`config.mk`:
```
export PLATFORM = sky130hd
export DESIGN_NAME = count_step_monitor_flat
export DESIGN_NICKNAME = d
export VERILOG_FILES = /design/src/rtl/count_step_monitor_if.sv /design/src/rtl/count_step_monitor.sv /design/src/flat_wrapper.sv
export SDC_FILE = /design/constraint.sdc
export NUM_CORES = 1
export LEC_CHECK = 0
export CORE_MARGIN = 5
export CORE_UTILIZATION = 40
export CTS_CLUSTER_SIZE = 14
export DETAILED_ROUTE_END_ITERATION = 8
export GPL_ROUTABILITY_DRIVEN = 0
export HOLD_SLACK_MARGIN = 0.02
export PLACE_DENSITY = 0.73
export SYNTH_ARGS = -nofsm -noshare
export SYNTH_HDL_FRONTEND = slang
export SYNTH_SLANG_ARGS = --single-unit
```
`constraint.sdc`:
```
create_clock -name clk -period 4.3 [get_ports clk]
set_input_delay 0.43 -clock clk [delete_from_list [all_inputs] [get_ports clk]]
set_output_delay 0.43 -clock clk [all_outputs]
set_load 0.01 [all_outputs]
```
`src/rtl/count_step_monitor_if.sv`:
```
// Bus between an up/down counter and its step monitor.
// master: drives q_in, up_down, clr_err and observes the monitor results.
// slave : the monitor; it samples the counter side and drives the event,
//         count and error outputs.
interface count_step_monitor_if #(
    parameter int unsigned WRAP_W = 8
);
    logic [1:0]        q_in;
    logic              up_down;
    logic              clr_err;
    logic              step_up;
    logic              step_dn;
    logic              wrap_up;
    logic              wrap_dn;
    logic [WRAP_W-1:0] wrap_cnt;
    logic              stalled;
    logic              err;
    logic [1:0]        err_code;

    modport master (
        output q_in, up_down, clr_err,
        input  step_up, step_dn, wrap_up, wrap_dn, wrap_cnt, stalled, err, err_code
    );

    modport slave (
        input  q_in, up_down, clr_err,
        output step_up, step_dn, wrap_up, wrap_dn, wrap_cnt, stalled, err, err_code
    );
endinterface

```
`src/rtl/count_step_monitor.sv`:
```
// Watches a 2-bit up/down counter and reports legal steps, wraps, the net
// wrap count, stalls, and the first illegal jump or direction mismatch.
// Ports:
//   clk   - single clock, rising edge
//   reset - synchronous active-low reset
//   bus   - count_step_monitor_if.slave (q_in, up_down, clr_err in;
//           step/wrap pulses, wrap_cnt, stalled, err, err_code out)
// All outputs are registered; events appear the cycle after the edge that
// samples the changed q_in.
module count_step_monitor #(
    parameter int unsigned WRAP_W    = 8,
    parameter int unsigned STALL_LIM = 16
) (
    input  logic                 clk,
    input  logic                 reset,
    count_step_monitor_if.slave  bus
);
    localparam int unsigned STALL_W = $clog2(STALL_LIM + 1);

    typedef enum logic [1:0] {
        INIT  = 2'd0,
        TRACK = 2'd1,
        FAULT = 2'd2
    } state_t;

    state_t             state;
    logic [1:0]         prev_q;
    logic               dir_d;
    logic [STALL_W-1:0] stall_cnt;
    logic [1:0]         delta;
    logic [STALL_W-1:0] stall_inc;

    // Step size modulo 4 and the saturating stall increment.
    always_comb begin
        delta     = bus.q_in - prev_q;
        stall_inc = (stall_cnt == STALL_W'(STALL_LIM)) ? stall_cnt
                                                       : stall_cnt + STALL_W'(1);
    end

    always_ff @(posedge clk) begin
        if (!reset) begin
            state        <= INIT;
            prev_q       <= 2'd0;
            dir_d        <= 1'b0;
            stall_cnt    <= '0;
            bus.step_up  <= 1'b0;
            bus.step_dn  <= 1'b0;
            bus.wrap_up  <= 1'b0;
            bus.wrap_dn  <= 1'b0;
            bus.wrap_cnt <= '0;
            bus.stalled  <= 1'b0;
            bus.err      <= 1'b0;
            bus.err_code <= 2'b00;
        end else begin
            bus.step_up <= 1'b0;
            bus.step_dn <= 1'b0;
            bus.wrap_up <= 1'b0;
            bus.wrap_dn <= 1'b0;

            case (state)
                INIT: begin
                    prev_q <= bus.q_in;
                    dir_d  <= bus.up_down;
                    state  <= TRACK;
                end

                TRACK: begin
                    prev_q <= bus.q_in;
                    dir_d  <= bus.up_down;
                    if (delta == 2'd0) begin
                        stall_cnt   <= stall_inc;
                        bus.stalled <= (stall_inc == STALL_W'(STALL_LIM));
                    end else begin
                        stall_cnt   <= '0;
                        bus.stalled <= 1'b0;
                        // dir_d is the command the counter acted on this step.
                        if (delta == 2'd2) begin
                            bus.err      <= 1'b1;
                            bus.err_code <= 2'b01;
                            state        <= FAULT;
                        end else if ((delta == 2'd1) != dir_d) begin
                            bus.err      <= 1'b1;
                            bus.err_code <= 2'b10;
                            state        <= FAULT;
                        end else if (delta == 2'd1) begin
                            bus.step_up <= 1'b1;
                            if (prev_q == 2'd3) begin
                                bus.wrap_up  <= 1'b1;
                                bus.wrap_cnt <= bus.wrap_cnt + WRAP_W'(1);
                            end
                        end else begin
                            bus.step_dn <= 1'b1;
                            if (prev_q == 2'd0) begin
                                bus.wrap_dn  <= 1'b1;
                                bus.wrap_cnt <= bus.wrap_cnt - WRAP_W'(1);
                            end
                        end
                    end
                end

                FAULT: begin
                    // Everything holds until software clears; wrap_cnt survives.
                    if (bus.clr_err) begin
                        bus.err      <= 1'b0;
                        bus.err_code <= 2'b00;
                        stall_cnt    <= '0;
                        bus.stalled  <= 1'b0;
                        state        <= INIT;
                    end
                end

                default: state <= INIT;
            endcase
        end
    end
endmodule
```
`src/flat_wrapper.sv`:
```
// flat-port wrapper written by rule: the top's interface ports become plain ports
module count_step_monitor_flat 
#(
    parameter int unsigned WRAP_W    = 8,
    parameter int unsigned STALL_LIM = 16
)
  (clk, reset, bus_q_in, bus_up_down, bus_clr_err, bus_step_up, bus_step_dn, bus_wrap_up, bus_wrap_dn, bus_wrap_cnt, bus_stalled, bus_err, bus_err_code);
  count_step_monitor_if #(.WRAP_W(WRAP_W)) bus_i ();
  input  logic clk;
  input  logic reset;
  input wire logic [$bits(bus_i.q_in)-1:0] bus_q_in;
  input wire logic [$bits(bus_i.up_down)-1:0] bus_up_down;
  input wire logic [$bits(bus_i.clr_err)-1:0] bus_clr_err;
  output wire logic [$bits(bus_i.step_up)-1:0] bus_step_up;
  output wire logic [$bits(bus_i.step_dn)-1:0] bus_step_dn;
  output wire logic [$bits(bus_i.wrap_up)-1:0] bus_wrap_up;
  output wire logic [$bits(bus_i.wrap_dn)-1:0] bus_wrap_dn;
  output wire logic [$bits(bus_i.wrap_cnt)-1:0] bus_wrap_cnt;
  output wire logic [$bits(bus_i.stalled)-1:0] bus_stalled;
  output wire logic [$bits(bus_i.err)-1:0] bus_err;
  output wire logic [$bits(bus_i.err_code)-1:0] bus_err_code;
  assign bus_i.q_in = bus_q_in;
  assign bus_i.up_down = bus_up_down;
  assign bus_i.clr_err = bus_clr_err;
  assign bus_step_up = bus_i.step_up;
  assign bus_step_dn = bus_i.step_dn;
  assign bus_wrap_up = bus_i.wrap_up;
  assign bus_wrap_dn = bus_i.wrap_dn;
  assign bus_wrap_cnt = bus_i.wrap_cnt;
  assign bus_stalled = bus_i.stalled;
  assign bus_err = bus_i.err;
  assign bus_err_code = bus_i.err_code;
  count_step_monitor #(.WRAP_W(WRAP_W), .STALL_LIM(STALL_LIM)) u_core (.clk(clk), .reset(reset), .bus(bus_i));
endmodule
```
Word-level counts from Yosys, hierarchy flattened
Cells that the tools add are included.
{"block": "totals", "ff_bits": 26, "inputBits": 6, "out_inout_bits": 16, "elab_cells": 73}
{"block": "op_classes", "n_addsub": 4, "eq_ne": 12, "n_mux": 26, "bitwise": 6, "n_reduce_logical": 13}
{"operator": "two-way mux 8 bit", "n": 3}
{"operator": "two-way mux 5 bit", "n": 3}
{"operator": "two-way mux 2 bit", "n": 6}
{"operator": "OR reduction 6 bit", "n": 2}
{"operator": "equality test 5 bit, second input constant", "n": 2}
{"operator": "one-hot mux 5 bit (2 select lines)", "n": 1}
{"operator": "two-way mux 1 bit", "n": 9}
{"operator": "adder 8 x 1 -> 8 bit, second input constant", "n": 1}
{"operator": "subtractor 8 x 1 -> 8 bit, second input constant", "n": 1}
{"operator": "equality test 2 bit, second input constant", "n": 3}
{"operator": "zero test 2 bit", "n": 3}
{"operator": "inequality test 2 bit, second input constant", "n": 3}
{"operator": "inverter 1 bit", "n": 6}
{"operator": "one-hot mux 2 bit (3 select lines)", "n": 1}
{"operator": "AND reduction 6 bit", "n": 1}
{"operator": "adder 5 x 1 -> 5 bit, second input constant", "n": 1}
{"operator": "OR reduction 5 bit", "n": 1}
{"operator": "equality test 2 x 1 -> 1 bit, second input constant", "n": 2}
{"operator": "one-hot mux 1 bit (2 select lines)", "n": 2}
{"operator": "one-hot mux 2 bit (2 select lines)", "n": 1}
{"operator": "AND reduction 4 bit", "n": 1}
{"operator": "nonzero test 2 bit", "n": 2}
{"operator": "inequality test 3 x 1 -> 1 bit, second input constant", "n": 1}
{"operator": "AND reduction 3 bit", "n": 1}
{"operator": "4 further kinds", "n": 4}

Longest topological paths before layout
{"block": "depth", "ltp_word": 7, "ltp_mapped": 12, "mapped_depth_nobuf": 11}

Worst setup path before layout
No wires, ideal clock.
{"block": "synth_timing", "kind": "input -> register", "startpoint": "input port bus_q_in[0]", "endpoint": "register u_core.bus.wrap_cnt[7]", "setup_time_ns": 0.082, "arrival_time_ns": 2.948, "required_ns": 4.218, "path_slack_ns": 1.270, "path_stages": 11, "n_path_buf": 0, "cell_sequence": "inv_1 -> ha_1 -> xor3_2 -> nor2_4 -> inv_1 -> ha_1 -> nor4b_1 -> nand3_1 -> or3_1 -> a2111o_1 -> o2111ai_1"}
{"block": "synth_via", "elab_chain_cells": 5, "elab_cells_between_ends": 12, "classes_between": "add/sub (1); eq/ne (4); mux (1); bitwise (3); reduce/logical (3)"}
{"element": "from (decl)", "line_no": "flat_wrapper.sv:11", "source": "input wire logic [$bits(bus_i.q_in)-1:0] bus_q_in;"}
{"element": "subtractor 2 bit (*)", "line_no": "count_step_monitor.sv:35", "source": "delta = bus.q_in - prev_q;"}
{"element": "equality test 2 x 1 -> 1 bit", "line_no": "count_step_monitor.sv:81, count_step_monitor.sv:85"}
{"element": "inequality test 1 bit", "line_no": "count_step_monitor.sv:81", "source": "end else if ((delta == 2'd1) != dir_d) begin"}
{"element": "inverter 1 bit (no line)"}
{"element": "AND reduction 6 bit (no line)"}
{"element": "to (signal assigned)", "line_no": "count_step_monitor.sv:89", "source": "bus.wrap_cnt <= bus.wrap_cnt + WRAP_W'(1);"}
{"element": "to (signal assigned)", "line_no": "count_step_monitor.sv:95", "source": "bus.wrap_cnt <= bus.wrap_cnt - WRAP_W'(1);"}
{"element": "to (decl)", "line_no": "count_step_monitor_if.sv:27", "source": "output step_up, step_dn, wrap_up, wrap_dn, wrap_cnt, stalled, err, err_code"}
Mark *: on every way between the ends. The rest lies on a longest branch, timed or not.
A chain may end at the register's enable or synchronous reset.

Worst setup path after layout
Ends and elaborated chain as after synthesis.

==> impl_metrics.toml <==
[route]
drtIter0Drc = 100
avgRoutedWirePerCell_um = 14.0
totalWireLength_mm = 3.51
via_per_inst = 5.67
first_pass_iters = 4
via_count = 1423
route.detailed.drc = 0
ant_nets = 0

[synthesis]
syn_inst = 187
yosysTopAreaCellShare = 0.336
yosys_warnings = 0
yosysSeqAreaShare = 0.336
netlist-cell-type-count = 48
synth_nets = 201
synth_edf_count = 0
yosysTopAreaCell = "dfxtp_1"
synthFlopType = "dfxtp_1"
synthArstFlopShare = 0
syn_area_um2 = 1550
synth_seq_cells = 26
synth.avg_cell_area_um2 = 8.28
yosys-top-cells-area = "dfxtp_1, ha_1, nor2_1"

[layout]
antenna_cells = 0
final_nets = 218
final_util = 0.496
nFillCells = 374
drive_gt1_frac = 0.0443
syn_to_final_growth_pct = 19.0

[timing]
fin_skew_ns = 0.00414
hold_viol_final = 0
max_slew_margin = 0.575
finalCriticalPeriod_ns = 3.50
worstMarginPinSlew_ns = 0.629
setup_violations = 0
slew_violations = 0
setup_tns_ns = 0
max_freq_ghz = 0.286
rsz0062_at_grt = "no"
hold_slack_ns = 0.456
period_share = 0.814

[pwr]
power_density_nw_per_um2 = 335
combPwrFrac = 0.301
seqPwrFrac = 0.445
totalPowerFinal_uw = 618
power.switching_uw = 199
pwr-share-clk = 0.254
vdd_drop_max_mv = 0.123
p_sw_frac = 0.321
internal-power_uw = 419
power.leakage_uw = 0.000681

[floorplanning]
io_pins = 22
start_util = 0.416
dieArea_um2 = 5210
die_w_um = 72.2
core_area_um2 = 3720
die_y_um = 72.2
rows = 22

[setup_path]
rr_worst_depth = 10
r2r_start = "u_core.prev_q[0]"
cp_slowest_cell = "clkdlybuf4s50_1"
crit_fanout = 10
worstSetupPathType = "in2reg"
cp-end-kind = "register"
startpoint_type = "input pin"
critical_path_required_ns = 4.50
reg2reg_to = "u_core.bus.wrap_cnt[7]"
reg2reg_setup_slack_ns = 1.01
max_stage_delay_ns = 0.48
path_delay_family = "simple AND/OR/NAND/NOR gates"
cp_cell_sequence = "clkdlybuf4s50_1 > inv_1 > ha_1 > xor3_2 > nor2_4 > inv_1 > ha_1 > nor4b_1 > nand3_1 > or3_1 > a2111o_1 > o2111ai_1"
cp.arrival_ns = 3.70
path_buf_inv = 3

[worst_hold_path]
hold_path_depth = 2
min_to = "u_core.bus.stalled"
hold_path_class = "reg2reg"
hp-start = "u_core.bus.stalled"

[cts]
cts.htree.levels = 1
ctsHoldBuffers = 0
cts_made_buffers = 3
ctsResizeCount = 0
clk_path_buf_depth = 2
clock_latency_ns = 0.27
cts_root_buffer = "clkbuf_8"
post_cts.repair.setup_buffers = 0
clock-sinks = 26
path_clk_slew_ns = 0.09
cts_tree = "yes"

[placement]
port_buffers = 21
post-dp-hpwl_mm = 2.50

[grt]
grt.total_usage = 0.139
grt_max_degree = 20
grt_pass1_wl_mm = 5.89
grt_pass1_vias = 1263
antenna_found_initial = 0
gr-total-overflow = 0

[job]
drv_cap = 0

[outcome]
outcome = "finished clean"
cell type report:
type,count,area (um^2),area share
Multi-Input combinational cell,140,947,0.514
Clock buffer,4,55.1,0.0299
Inverter,11,41.3,0.0224
Sequential cell,26,520,0.283
Timing Repair Buffer,22,218,0.118
Tap cell,48,60.1,0.0326
per-layer routing:
metal | vias up | wire [um] | track usage | share of wire
met5 | - | 0 | 0 | 0
met4 | 0 | 70 | 0.0626 | 0.020
met3 | 6 | 147 | 0.0166 | 0.042
met2 | 46 | 1560 | 0.210 | 0.44
met1 | 656 | 1740 | 0.198 | 0.49
li1 | 715 | - | - | -
synth_stat cells, drive strengths merged, types with 4 or more instances:
cell type and instances:
nor2 25, or3 4, inv 10, nand2 8, xnor2 4, a21oi 12
nand3 11, clkbuf 9, dfxtp 26, mux2i 4, a211oi 7, o21ai 9
ha 8
metrics by stage:
stage	cell area (um^2)	worst slack [ns]	cells
floorplan	1550	1.27	187
global placement	1790	0.592	247
detailed placement	1790	0.539	247
CTS	1840	0.811	251
global route	1840	0.507	251
finish	1840	0.800	251
sequential cells by signal, summed over array words and instances (netlist names):
name / flops
u_core.dir_d: 1
u_core.bus.err_code: 2
u_core.bus.wrap_dn: 1
u_core.bus.wrap_up: 1
u_core.stall_cnt: 5
u_core.state: 2
u_core.bus.wrap_cnt: 8
u_core.bus.step_up: 1
u_core.bus.err: 1
u_core.bus.step_dn: 1
u_core.bus.stalled: 1
u_core.prev_q: 2
layout by cell type, fill, tap and decap left out, drive strengths merged, types with 2 or more instances in the layout:
cell	count
or3	4
nor3	3
dfxtp	26
nand2b	3
a21o	3
o21ai	9
o21bai	2
inv	10
a211oi	7
nor2	25
clkbuf	4
xor2	3
and3	2
nor2b	3
a21oi	12
xnor2	4
o22ai	2
clkdlybuf4s50	21
ha	8
o311ai	2
nand2	8
mux2i	4
a22oi	3
nand4	2
nand3	11
cells by family after synthesis:
logic type               count (synthesis)  synth area share
AO/OA/AOI/OAI                           52             0.228
flip-flops                              26             0.336
AND/OR/NAND/NOR                         66             0.216
multiplexers                             5            0.0331
XOR/XNOR                                 9            0.0703
adder cells (fa/ha/maj)                  8            0.0647
buffers and inverters                   21            0.0517
worst max-delay path by stage:
stage	end	slack, ns	from	cells past startpoint
final	u_core.bus.wrap_cnt[7]	0.80	bus_q_in[0]	12
after global routing	u_core.bus.wrap_cnt[7]	0.51	bus_q_in[0]	12
after CTS	u_core.bus.wrap_cnt[7]	0.81	bus_q_in[0]	12
after detailed placement	u_core.bus.wrap_cnt[7]	0.54	bus_q_in[0]	12
after global placement	u_core.bus.wrap_cnt[7]	0.59	bus_q_in[0]	12
after floorplan	u_core.bus.wrap_cnt[7]	1.27	bus_q_in[0]	11
worst min-delay path, stage by stage, from the launching register on:
cell and delay [ns]:
dfxtp_1 0.32, nand2_1 0.05, a21oi_1 0.05
power by group through the flow:
| stage | registers (uW) | logic [uW] | clock network (uW) |
|---|---|---|---|
| 3_3_place_gp | 280 | 182 | 0 |
| 2_1_floorplan | 277 | 133 | 0 |
| 4_1_cts | 275 | 184 | 163 |
| 6_report | 275 | 186 | 157 |
| 5_1_grt | 278 | 205 | 172 |
| 3_5_place_dp | 280 | 183 | 0 |
Note: power is estimated with default switching activity, not from simulation.
